--- src/rtl/count_seq_ctrl_pkg.sv ---
// +----------------------------------------------------------------------+
// | count_seq_ctrl_pkg : shared state encoding and default counter width |
// | Rev 1.0                                                              |
// +----------------------------------------------------------------------+
`default_nettype none

package count_seq_ctrl_pkg;

  localparam int CNT_WIDTH = 4;

  typedef enum logic [1:0] {
    IDLE = 2'd0,
    CLR  = 2'd1,
    RUN  = 2'd2,
    DONE = 2'd3
  } state_t;

endpackage

`default_nettype wire

--- src/rtl/count_seq_ctrl_cntr_core.sv ---
// +----------------------------------------------------------------------+
// | cntr_core : count register with sync clear and increment enable      |
// | Rev 1.0                                                              |
// +----------------------------------------------------------------------+
`default_nettype none

module cntr_core
  import count_seq_ctrl_pkg::*;
#(
  parameter int WIDTH = CNT_WIDTH
) (
  input  logic             clock,
  input  logic             clear_n,
  input  logic             clr,
  input  logic             en,
  output logic [WIDTH-1:0] q
);

  localparam logic [WIDTH-1:0] c_one = {{(WIDTH-1){1'b0}}, 1'b1};

  logic [WIDTH-1:0] r_q;

  // Sync clear wins over enable; the sum wraps naturally at WIDTH bits.
  always_ff @(posedge clock or negedge clear_n) begin
    if (!clear_n) begin
      r_q <= '0;
    end else if (clr) begin
      r_q <= '0;
    end else if (en) begin
      r_q <= r_q + c_one;
    end
  end

  assign q = r_q;

endmodule

`default_nettype wire

--- src/rtl/count_seq_ctrl.sv ---
// +----------------------------------------------------------------------+
// | count_seq_ctrl : start/stop/hold sequenced counter, one-shot or wrap |
// | Rev 1.0                                                              |
// +----------------------------------------------------------------------+
`default_nettype none

module count_seq_ctrl
  import count_seq_ctrl_pkg::*;
#(
  parameter int WIDTH = CNT_WIDTH
) (
  input  logic             clock,
  input  logic             clear_n,
  input  logic             start,
  input  logic             stop,
  input  logic             hold,
  input  logic             wrap,
  input  logic [WIDTH-1:0] limit,
  output logic [WIDTH-1:0] q,
  output logic             busy,
  output logic             tc,
  output logic             done
);

  state_t           r_state;
  state_t           w_state_nxt;
  logic [WIDTH-1:0] r_limit;
  logic             r_wrap;
  logic             w_capture;
  logic             w_clr;
  logic             w_en;
  logic             w_at_limit;

  always_ff @(posedge clock or negedge clear_n) begin
    if (!clear_n) begin
      r_state <= IDLE;
    end else begin
      r_state <= w_state_nxt;
    end
  end

  always_ff @(posedge clock or negedge clear_n) begin
    if (!clear_n) begin
      r_limit <= '0;
      r_wrap  <= 1'b0;
    end else if (w_capture) begin
      r_limit <= limit;
      r_wrap  <= wrap;
    end
  end

  assign w_at_limit = (q == r_limit);

  // Clearing already on the start edge makes q read 0 throughout CLR.
  always_comb begin
    w_state_nxt = r_state;
    w_capture   = 1'b0;
    w_clr       = 1'b0;
    w_en        = 1'b0;
    case (r_state)
      IDLE: begin
        if (start) begin
          w_capture   = 1'b1;
          w_clr       = 1'b1;
          w_state_nxt = CLR;
        end
      end
      CLR: begin
        w_clr       = 1'b1;
        w_state_nxt = RUN;
      end
      RUN: begin
        if (stop) begin
          w_state_nxt = IDLE;
        end else if (hold) begin
          w_state_nxt = RUN;
        end else if (w_at_limit) begin
          if (r_wrap) begin
            w_clr = 1'b1;
          end else begin
            w_state_nxt = DONE;
          end
        end else begin
          w_en = 1'b1;
        end
      end
      DONE: begin
        w_state_nxt = IDLE;
      end
      default: begin
        w_state_nxt = IDLE;
      end
    endcase
  end

  cntr_core #(
    .WIDTH (WIDTH)
  ) u_cntr_core (
    .clock   (clock),
    .clear_n (clear_n),
    .clr     (w_clr),
    .en      (w_en),
    .q       (q)
  );

  assign busy = (r_state == CLR) || (r_state == RUN);
  assign tc   = (r_state == RUN) && w_at_limit;
  assign done = (r_state == DONE);

endmodule

`default_nettype wire

--- config.mk ---
export PLATFORM = sky130hd
export DESIGN_NAME = count_seq_ctrl
export DESIGN_NICKNAME = d
export VERILOG_FILES = /design/src/rtl/count_seq_ctrl_pkg.sv /design/src/rtl/count_seq_ctrl_cntr_core.sv /design/src/rtl/count_seq_ctrl.sv
export SDC_FILE = /design/constraint.sdc
export NUM_CORES = 1
export LEC_CHECK = 0
export BUFFER_PORTS_ARGS = -buffer_cell sky130_fd_sc_hd__buf_2
export CORE_AREA = 10 10 49 51
export DETAILED_ROUTE_END_ITERATION = 7
export DIE_AREA = 0 0 59 61
export MAX_ROUTING_LAYER = met4
export PLACE_DENSITY_LB_ADDON = 0.12
export SLEW_MARGIN = 30
export SYNTH_ARGS = -nofsm -noshare
export SYNTH_HDL_FRONTEND = slang
export SYNTH_SLANG_ARGS = --single-unit
--- constraint.sdc ---
create_clock -name clock -period 1.9 [get_ports clock]
set_clock_uncertainty 0.1 [all_clocks]
set_input_delay 0.095 -clock clock [delete_from_list [all_inputs] [get_ports clock]]
set_output_delay 0.095 -clock clock [all_outputs]
set_load 0.05 [all_outputs]
==> results.yml, run 1 <==
timing:
  tightestPinTransition_ns: 0.381
  fmax_mhz: 555
  slew_viol_final: 0
  max_slew_margin_pct: 74.3
  setup_ws_ns: 0.0994
  holdWs_ns: 0.101
  setup_viol: 0
  fin_crit_sh_pct: 94.8
  fin_crit_ns: 1.80
  hold_violations: 0
clock_network:
  cts_tree: "built"
  clk_pin_slew_ns: 0.07
  cts_root_buf: "clkbuf_4"
  cts_buffers: 3
  clockBufferDepth: 2
  cts_max_level: 1
  clock_latency_ns: 0.26
  clock_sinks: 11
global_routing:
  grt_max_degree: 12
  grt_usage_pct: 8.92
  first_global_vias: 610
  antenna_found_initial: 0
  grt_pass1_wl_um: 2420
  gr-total-overflow: 0
yosys:
  synth_top_family_by_area: "compound AO/OA/AOI/OAI gates"
  ys_types: 22
  synth_area_um2: 693
  synthCells: 60
  synth_compound_area_share_pct: 15.3
  ys_ff_latch: 11
  post_synth.cell_area_avg_um2: 11.6
  synth_simple_gate_area_share_pct: 13.4
  synth_adder_area_share_pct: 10.8
  synth_warnings: 0
  synth.net_count: 76
  synth_xor_xnor_area_share_pct: 9.57
  muxShareOfSynthArea_pct: 7.94
  yosysSeqAreaShare_pct: 39.7
route:
  drcViolationCount: 0
  drtIter0Drc: 12
  wl_per_cell_um: 13.5
  detail-route-antenna-nets: 0
  route.final.wire_length_um: 1440
  first_pass_iters: 4
  via_per_inst: 5.20
  vias: 551
cells_and_area:
  fillCellCount: 129
  seqCellArea_um2: 277
  most-common-layout-cells: "buf_2 (15), dfrtp_1 (10), inv_1 (6), ha_1 (6), dlygate4sd3_1 (6)"
  postLayoutCoreUtil_pct: 62.5
  nets: 107
  layout_commonest_cell: "buf_2"
  drive_gt1_share_pct: 42.2
  area_growth_pct: 32.7
  final_cells: 106
  multiInputGateArea_um2: 402
  num_antenna_cells: 0
die:
  core_um2: 1470
  num_rows: 14
  die_width_um: 59
  io_pins: 17
  die_area_um2: 3600
  die_height_um: 61
  start_util_pct: 47.1
setup_path:
  worstSetupStartpointType: "register"
  crit_path_end_kind: "output port"
  cp_data_arrival_time_ns: 1.61
  crit_type: "register to output port"
  worst-path-max-fanout: 5
  critPathRequiredTime_ns: 1.70
placed_design:
  placedCellCount: 95
  portBuffers: 16
  hpwl_um: 1100
  globalplace.congestion: 0.738
  pre_cts_slack_ns: 0.0856
pwr:
  p_clk_share_pct: 12.4
  p_leak_nw: 0.453
  switching_power_uw: 567
  powerDensity_nw_per_um2: 1350
  peakVddDrop_v: 0.000958
  p_seq_share_pct: 32.3
  power.internal_uw: 670
  swShare_pct: 45.8
  p_comb_share_pct: 55.3
run_status:
  outcome: "completed"
job:
  maxCapViolations: 0
worst_hold_path:
  hold_path_class: "primary input to register"
-- worst paths after layout --
check	startpoint	to	slack (ns)	cells after the start
worst max-delay path	u_cntr_core.q[2]$_DFFE_PN0P_	tc	0.1	4
worst min-delay path	stop	r_state[1]$_DFFE_PN0P_	0.10	4
worst max register to register	r_state[0]$_DFFE_PN0P_	u_cntr_core.q[3]$_DFFE_PN0P_	0.12	6
worst min register to register	r_state[1]$_DFFE_PN0P_	r_state[1]$_DFFE_PN0P_	0.46	2
max in group asynchronous	clear_n	u_cntr_core.q[2]$_DFFE_PN0P_	1.36	2
min in group asynchronous	clear_n	u_cntr_core.q[2]$_DFFE_PN0P_	0.12	2
-- per-layer routing --
layer,global-route usage [%],wire (µm),part of all wire [%],vias up
li1,-,-,-,270
met3,2.30,74,5.2,4
met2,13.4,707,49,13
met4,7.54,39,2.7,0
met5,-,0,0,-
met1,9.68,614,43,264
-- area by class of cell --
| class | instances | share of cell area, % |
|---|---|---|
| multi-input cells | 43 | 43.7 |
| clock buffers | 4 | 2.86 |
| flip-flops and latches | 11 | 30.1 |
| repair buffers | 26 | 18.8 |
| inverters | 6 | 2.45 |
| well taps | 16 | 2.18 |
-- power groups by stage --
stage | Clock (mW) | Combinational, mW | Sequential [mW]
2_1_floorplan | 0 | 0.485 | 0.421
3_3_place_gp | 0 | 0.654 | 0.399
3_5_place_dp | 0 | 0.657 | 0.403
4_1_cts | 0.160 | 0.689 | 0.399
5_1_grt | 0.182 | 0.751 | 0.409
6_report | 0.153 | 0.684 | 0.400
-- through the flow --
step	total power [mW]	cell area [µm²]	TNS, ns
after floorplan	0.906	693	0
after global placement	1.05	816	0
after detailed placement	1.06	816	0
after CTS	1.25	912	0
after global routing	1.34	920	-0.0238
final	1.24	920	0
-- cell usage after synthesis (all sizes together) --
master / count / area, µm²
and2: 1 / 7.51
mux2: 4 / 45.0
nand2: 4 / 15.0
xor2: 5 / 66.3
o41ai: 1 / 16.3
nor3b: 1 / 12.5
o21ai: 5 / 25.0
ha: 6 / 75.1
or3: 2 / 12.5
nor4: 1 / 21.3
a21oi: 3 / 15.0
nand4: 1 / 6.26
nand2b: 2 / 12.5
dfrtp: 11 / 275
nand3: 1 / 5.00
inv: 6 / 22.5
mux2i: 1 / 10.0
a311o: 1 / 11.3
o22ai: 1 / 6.26
a22oi: 2 / 25.0
a21boi: 1 / 7.51
-- worst max-delay path: stages (launching register included) --
cell and delay [ns]:
dfrtp_2 0.45, xor2_2 0.21, nor4_4 0.31, and2_2 0.19
buf_4 0.19
-- kinds of logic (layout without fill, tap and decap cells) --
kind of cell	count (synthesis)	count (layout)
simple gates	13	13
mux	5	5
buf+inv	6	36
compound gates	14	14
xor+xnor	5	5
flops	11	11
fa+ha+maj	6	6
-- state kept, by name, indices dropped and copies added (netlist names) --
register and flops:
r_wrap 1, r_state 2, u_cntr_core.q 4, r_limit 4
-- timing repair --
item / in CTS / in global routing
gates resized for setup: 1 / 2
hold endpoints to repair: 16 / 0
endpoints found under the setup margin: 1 / 2
pin swaps: 1 / 0
setup buffers: 1 / 0
hold buffers: 6 / 0
Note: power is estimated with default switching activity, not from simulation.
==> run 2, diff against run 1 <==
- CORE_AREA: 10 10 49 51 -> 10 10 53 55
- DIE_AREA: 0 0 59 61 -> 0 0 63 65
- SLEW_MARGIN: 30 -> not set
==> run 2 against run 1 <==
Global-route usage is 1.1 points lower. Via count is 2.9% lower. Sequential power is 2% lower. Critical endpoint unchanged. Flip-flop and latch count stayed put. Core utilization is 12 points lower. Cell count is 11% higher. Die area is 14% higher. Largest cell class unchanged. First-iteration DRC count stayed put. Maximum frequency is 0.30% lower.
==> results.yml, run 2 (same netlist as run 1, synthesis figures left out) <==
run_status:
  outcome: "completed"
clock_network:
  cts_tree: "built"
  cts_buffers: 3
  clock_sinks: 11
  clock_latency_ns: 0.26
  cts_max_level: 1
  clk_pin_slew_ns: 0.07
  clockBufferDepth: 2
  cts_root_buf: "clkbuf_4"
timing:
  setup_ws_ns: 0.0939
  rsz0062_at_grt: "false"
  hold_violations: 0
  slew_viol_final: 0
  tightestPinTransition_ns: 0.414
  fin_crit_ns: 1.81
  holdWs_ns: 0.0968
  fmax_mhz: 554
  setup_viol: 0
  tns_ns: 0
  max_slew_margin_pct: 72.1
  fin_crit_sh_pct: 95.1
route:
  wl_met1_um: 693
  drtIter0Drc: 12
  via_per_inst: 4.53
  top_layer_used: "met4"
  wl_met3_um: 57
  drcViolationCount: 0
  detail-route-antenna-nets: 0
  vias: 535
  wl_per_cell_um: 12.6
  route.final.wire_length_um: 1490
  first_pass_iters: 2
  wl_met2_um: 710
setup_path:
  cp-endpoint: "tc"
  crit_start: "u_cntr_core.q[2]$_DFFE_PN0P_"
  worstSetupStartpointType: "register"
  rr_worst_depth: 6
  r2r_setup_slack_ns: 0.15
  rr_endpoint: "u_cntr_core.q[2]$_DFFE_PN0P_"
  cp_data_arrival_time_ns: 1.61
  crit_path_end_kind: "output port"
  critPathRequiredTime_ns: 1.70
  worst-path-max-fanout: 5
  r2r_start: "r_state[0]$_DFFE_PN0P_"
  crit_type: "register to output port"
worst_hold_path:
  hp-start: "start"
  hold_path_class: "primary input to register"
pwr:
  p_leak_nw: 0.459
  p_total_mw: 1.23
  powerDensity_nw_per_um2: 1300
  peakVddDrop_v: 0.000891
placed_design:
  portBuffers: 16
  pre_cts_slack_ns: 0.120
  globalplace.congestion: 0.712
  hpwl_um: 1170
cells_and_area:
  drive_gt1_share_pct: 42.9
  area_growth_pct: 35.7
  most-common-layout-cells: "buf_2 (15), dfrtp_1 (10), inv_1 (6), ha_1 (6), dlygate4sd3_1 (6)"
  nets: 108
  layout_commonest_cell: "buf_2"
  num_antenna_cells: 0
  seqCellArea_um2: 277
  fillCellCount: 181
  multiInputGateArea_um2: 402
global_routing:
  grt_usage_pct: 7.82
  antenna_found_initial: 0
  grt_pass1_wl_um: 2530
  gr-total-overflow: 0
  first_global_vias: 565
  grt_max_degree: 12
die:
  num_rows: 16
  die_width_um: 63
  io_pins: 17
  die_height_um: 65
  die_area_um2: 4100
  start_util_pct: 37.2
  core_um2: 1860
job:
  maxCapViolations: 0
==> run 2: report_power, final <==
part / switching (mW) / leakage (nW) / internal, mW
Clock: 0.0760 / 0.0150 / 0.0810
Combinational: 0.417 / 0.306 / 0.260
Sequential: 0.0745 / 0.138 / 0.318
==> run 2: worst min-delay path by stage <==
| stage | to | depth (start not counted) | slack (ns) |
|---|---|---|---|
| 3_3_place_gp | u_cntr_core.q[2]$_DFFE_PN0P_ | 1 | -0.11 |
| 3_5_place_dp | u_cntr_core.q[2]$_DFFE_PN0P_ | 1 | -0.11 |
| 4_1_cts | r_state[1]$_DFFE_PN0P_ | 4 | 0.07 |
| 2_1_floorplan | r_limit[0]$_DFFE_PN0P_ | 0 | -0.30 |
| 5_1_grt | r_state[1]$_DFFE_PN0P_ | 4 | 0.12 |
| 6_report | r_wrap$_DFFE_PN0P_ | 4 | 0.1 |
==> run 2: stage by stage <==
| step | instance area [µm²] | std cells | utilization (%) |
|---|---|---|---|
| floorplan | 693 | 60 | - |
| global placement | 837 | 107 | 45.0 |
| detailed placement | 837 | 107 | 45.0 |
| CTS | 931 | 118 | 50.0 |
| global route | 941 | 118 | 50.5 |
| finish | 941 | 118 | 50.5 |
==> run 2: layer usage <==
metal  vias to the layer above  global-route usage, %
li1                        272                      -
met1                       250                   8.90
met2                        11                   12.1
met4                         0                   5.03
met5                         -                      -
met3                         2                   1.89
==> run 2: critical path, stage by stage (launching register included) <==
cell	delay, ns
dfrtp_2	0.45
xor2_2	0.21
nor4_4	0.29
and2_2	0.18
clkbuf_4	0.22
==> run 2: timing repair <==
item / in CTS / in global routing
endpoints found under the setup margin: 1 / 2
gates resized for setup: 0 / 3
hold buffers: 6 / 0
pin swaps: 1 / 0
setup buffers: 1 / 0
hold endpoints to repair: 16 / 0
==> run 2: final cells by class <==
cell class	count	area share, %
Multi-Input combinational cell	43	42.7
Sequential cell	11	29.4
Timing Repair Buffer	27	19.1
Tap cell	27	3.59
Clock buffer	4	2.79
Inverter	6	2.39
==> run 3, diff against run 2 <==
==> constraint.sdc (replaced) <==
create_clock -name clock -period 1.9 [get_ports clock]
set_clock_uncertainty 0.1 [all_clocks]
set_input_delay 0.285 -clock clock [delete_from_list [all_inputs] [get_ports clock]]
set_output_delay 0.285 -clock clock [all_outputs]
set_load 0.05 [all_outputs]
==> run 3 against run 2 <==
The run now ends with setup timing left. Setup slack worse by 0.11 ns. Sequential power is 4% higher. Combinational power is 4.3% higher. Critical path type unchanged. Highest routed layer unchanged. Largest power group unchanged. Routed wire length is 1.3% higher.
==> results.yml, run 3 (same netlist as run 1, synthesis figures left out) <==
cells_and_area:
  fillCellCount: 187
  final_area_um2: 933
  layout_commonest_cell: "buf_2"
  most-common-layout-cells: "buf_2 (15), buf_4 (7), inv_1 (6), dfrtp_1 (6)"
  drive_gt1_share_pct: 52.3
  num_antenna_cells: 0
  nets: 105
  area_growth_pct: 34.7
  seqCellArea_um2: 282
  multiInputGateArea_um2: 417
setup_path:
  critPathRequiredTime_ns: 1.51
  rr_worst_depth: 5
  r2r_setup_slack_ns: 0.14
  rr_endpoint: "u_cntr_core.q[3]$_DFFE_PN0P_"
  cp_data_arrival_time_ns: 1.53
  path_cells: "xor2_4 > nor4_4 > and2_4 > buf_8"
  critPathMaxStageDelay_ns: 0.44
  crit_path_end_kind: "output port"
  worst-path-max-fanout: 2
  crit_type: "register to output port"
  worstSetupStartpointType: "register"
  cpMaxStageDelayCell: "dfrtp_2"
  r2r_start: "r_state[1]$_DFFE_PN0P_"
run_status:
  outcome: "finished, violations left"
  violations: "setup timing"
timing:
  fmax_mhz: 521
  setup_viol: 1
  setup_ws_ns: -0.0185
  rsz0062_at_grt: "true"
  hold_violations: 0
  tightestPinTransition_ns: 0.402
  fin_crit_sh_pct: 101
  fin_crit_ns: 1.92
  max_slew_margin_pct: 72.9
  holdWs_ns: 0.124
  slew_viol_final: 0
route:
  drtIter0Drc: 9
  via_per_inst: 4.58
  detail-route-antenna-nets: 0
  first_pass_iters: 3
  wl_per_cell_um: 13.1
  route.final.wire_length_um: 1510
  drcViolationCount: 0
  vias: 527
global_routing:
  grt_max_degree: 12
  grt_use_met2_pct: 13.1
  gr-total-overflow: 0
  grt-busiest-layer: "met2"
  global_route.usage.met3_pct: 2.23
  grt_usage_pct: 8.30
  grt_util_met1_pct: 8.93
  antenna_found_initial: 0
  first_global_vias: 569
  grt_pass1_wl_um: 2680
job:
  maxCapViolations: 0
die:
  die_area_um2: 4100
  die_width_um: 63
  num_rows: 16
  io_pins: 17
  die_height_um: 65
  core_um2: 1860
  start_util_pct: 37.2
clock_network:
  cts_tree: "built"
  clock_sinks: 11
  cts_max_level: 1
  clock_latency_ns: 0.27
  cts_buffers: 3
  clk_pin_slew_ns: 0.07
  cts_root_buf: "clkbuf_4"
  clockBufferDepth: 2
worst_hold_path:
  min_path_cells: 3
  worstHoldEndpoint: "r_wrap$_DFFE_PN0P_"
  hp-start: "wrap"
  hold_path_class: "primary input to register"
placed_design:
  globalplace.congestion: 0.798
  placedInstanceArea_um2: 848
  portBuffers: 16
  hpwl_um: 1200
pwr:
  p_leak_nw: 0.445
  peakVddDrop_v: 0.00101
  powerDensity_nw_per_um2: 1370
## run 3: metrics by stage
step	instances	total power [mW]	utilization, %	setup TNS (ns)	worst slack [ns]
final	115	1.28	50.1	-0.0185	-0.0185
after global routing	115	1.39	50.1	-0.0890	-0.0890
after CTS	114	1.25	48.5	-0.0395	-0.0395
after detailed placement	108	1.07	45.6	0	0.133
after global placement	108	1.07	45.6	0	0.119
after floorplan	60	0.908	-	0	0.0610
## run 3: worst max-delay path by stage
stage / depth (start not counted) / slack [ns] / end / from
4_1_cts: 4 / -0.04 / tc / r_limit[1]$_DFFE_PN0P_
6_report: 4 / -0.02 / tc / r_limit[2]$_DFFE_PN0P_
3_3_place_gp: 6 / 0.12 / r_state[1]$_DFFE_PN0P_ / r_state[0]$_DFFE_PN0P_
5_1_grt: 4 / -0.09 / tc / r_limit[2]$_DFFE_PN0P_
2_1_floorplan: 3 / 0.06 / tc / u_cntr_core.q[2]$_DFFE_PN0P_
3_5_place_dp: 5 / 0.13 / u_cntr_core.q[1]$_DFFE_PN0P_ / r_state[1]$_DFFE_PN0P_
## run 3: final cells by class
cell class | instances | share of cell area, %
Tap cell | 27 | 3.62
Inverter | 6 | 2.41
Multi-Input combinational cell | 43 | 44.6
Clock buffer | 4 | 2.82
Timing Repair Buffer | 24 | 16.4
Sequential cell | 11 | 30.2
## run 3: report_power, final
group	switching (mW)	leakage, nW	internal [mW]
logic	0.412	0.298	0.294
clock network	0.0822	0.0150	0.0815
registers	0.0864	0.132	0.322
total	0.581	0.445	0.697
## run 3: timing repair
action,in CTS,in global routing
hold buffers,1,0
endpoints found under the setup margin,1,3
buffers inserted,1,1
endpoints found under the hold margin,11,0
gates resized for setup,4,6
pin swaps,0,3
## run 3: critical path: cells and delay by family (launching register included)
kind	cells	cell delay, ns
xor+xnor	1	0.20
buf+inv	1	0.14
flops	1	0.44
simple gates	2	0.48
## run 3: routing by layer
| metal | vias to the layer above | share of wire [%] | wire [µm] |
|---|---|---|---|
| li1 | 263 | - | - |
| met1 | 247 | 43 | 654 |
| met2 | 13 | 50 | 751 |
| met3 | 4 | 4.2 | 63 |
| met4 | 0 | 2.5 | 38 |
| met5 | - | 0 | 0 |
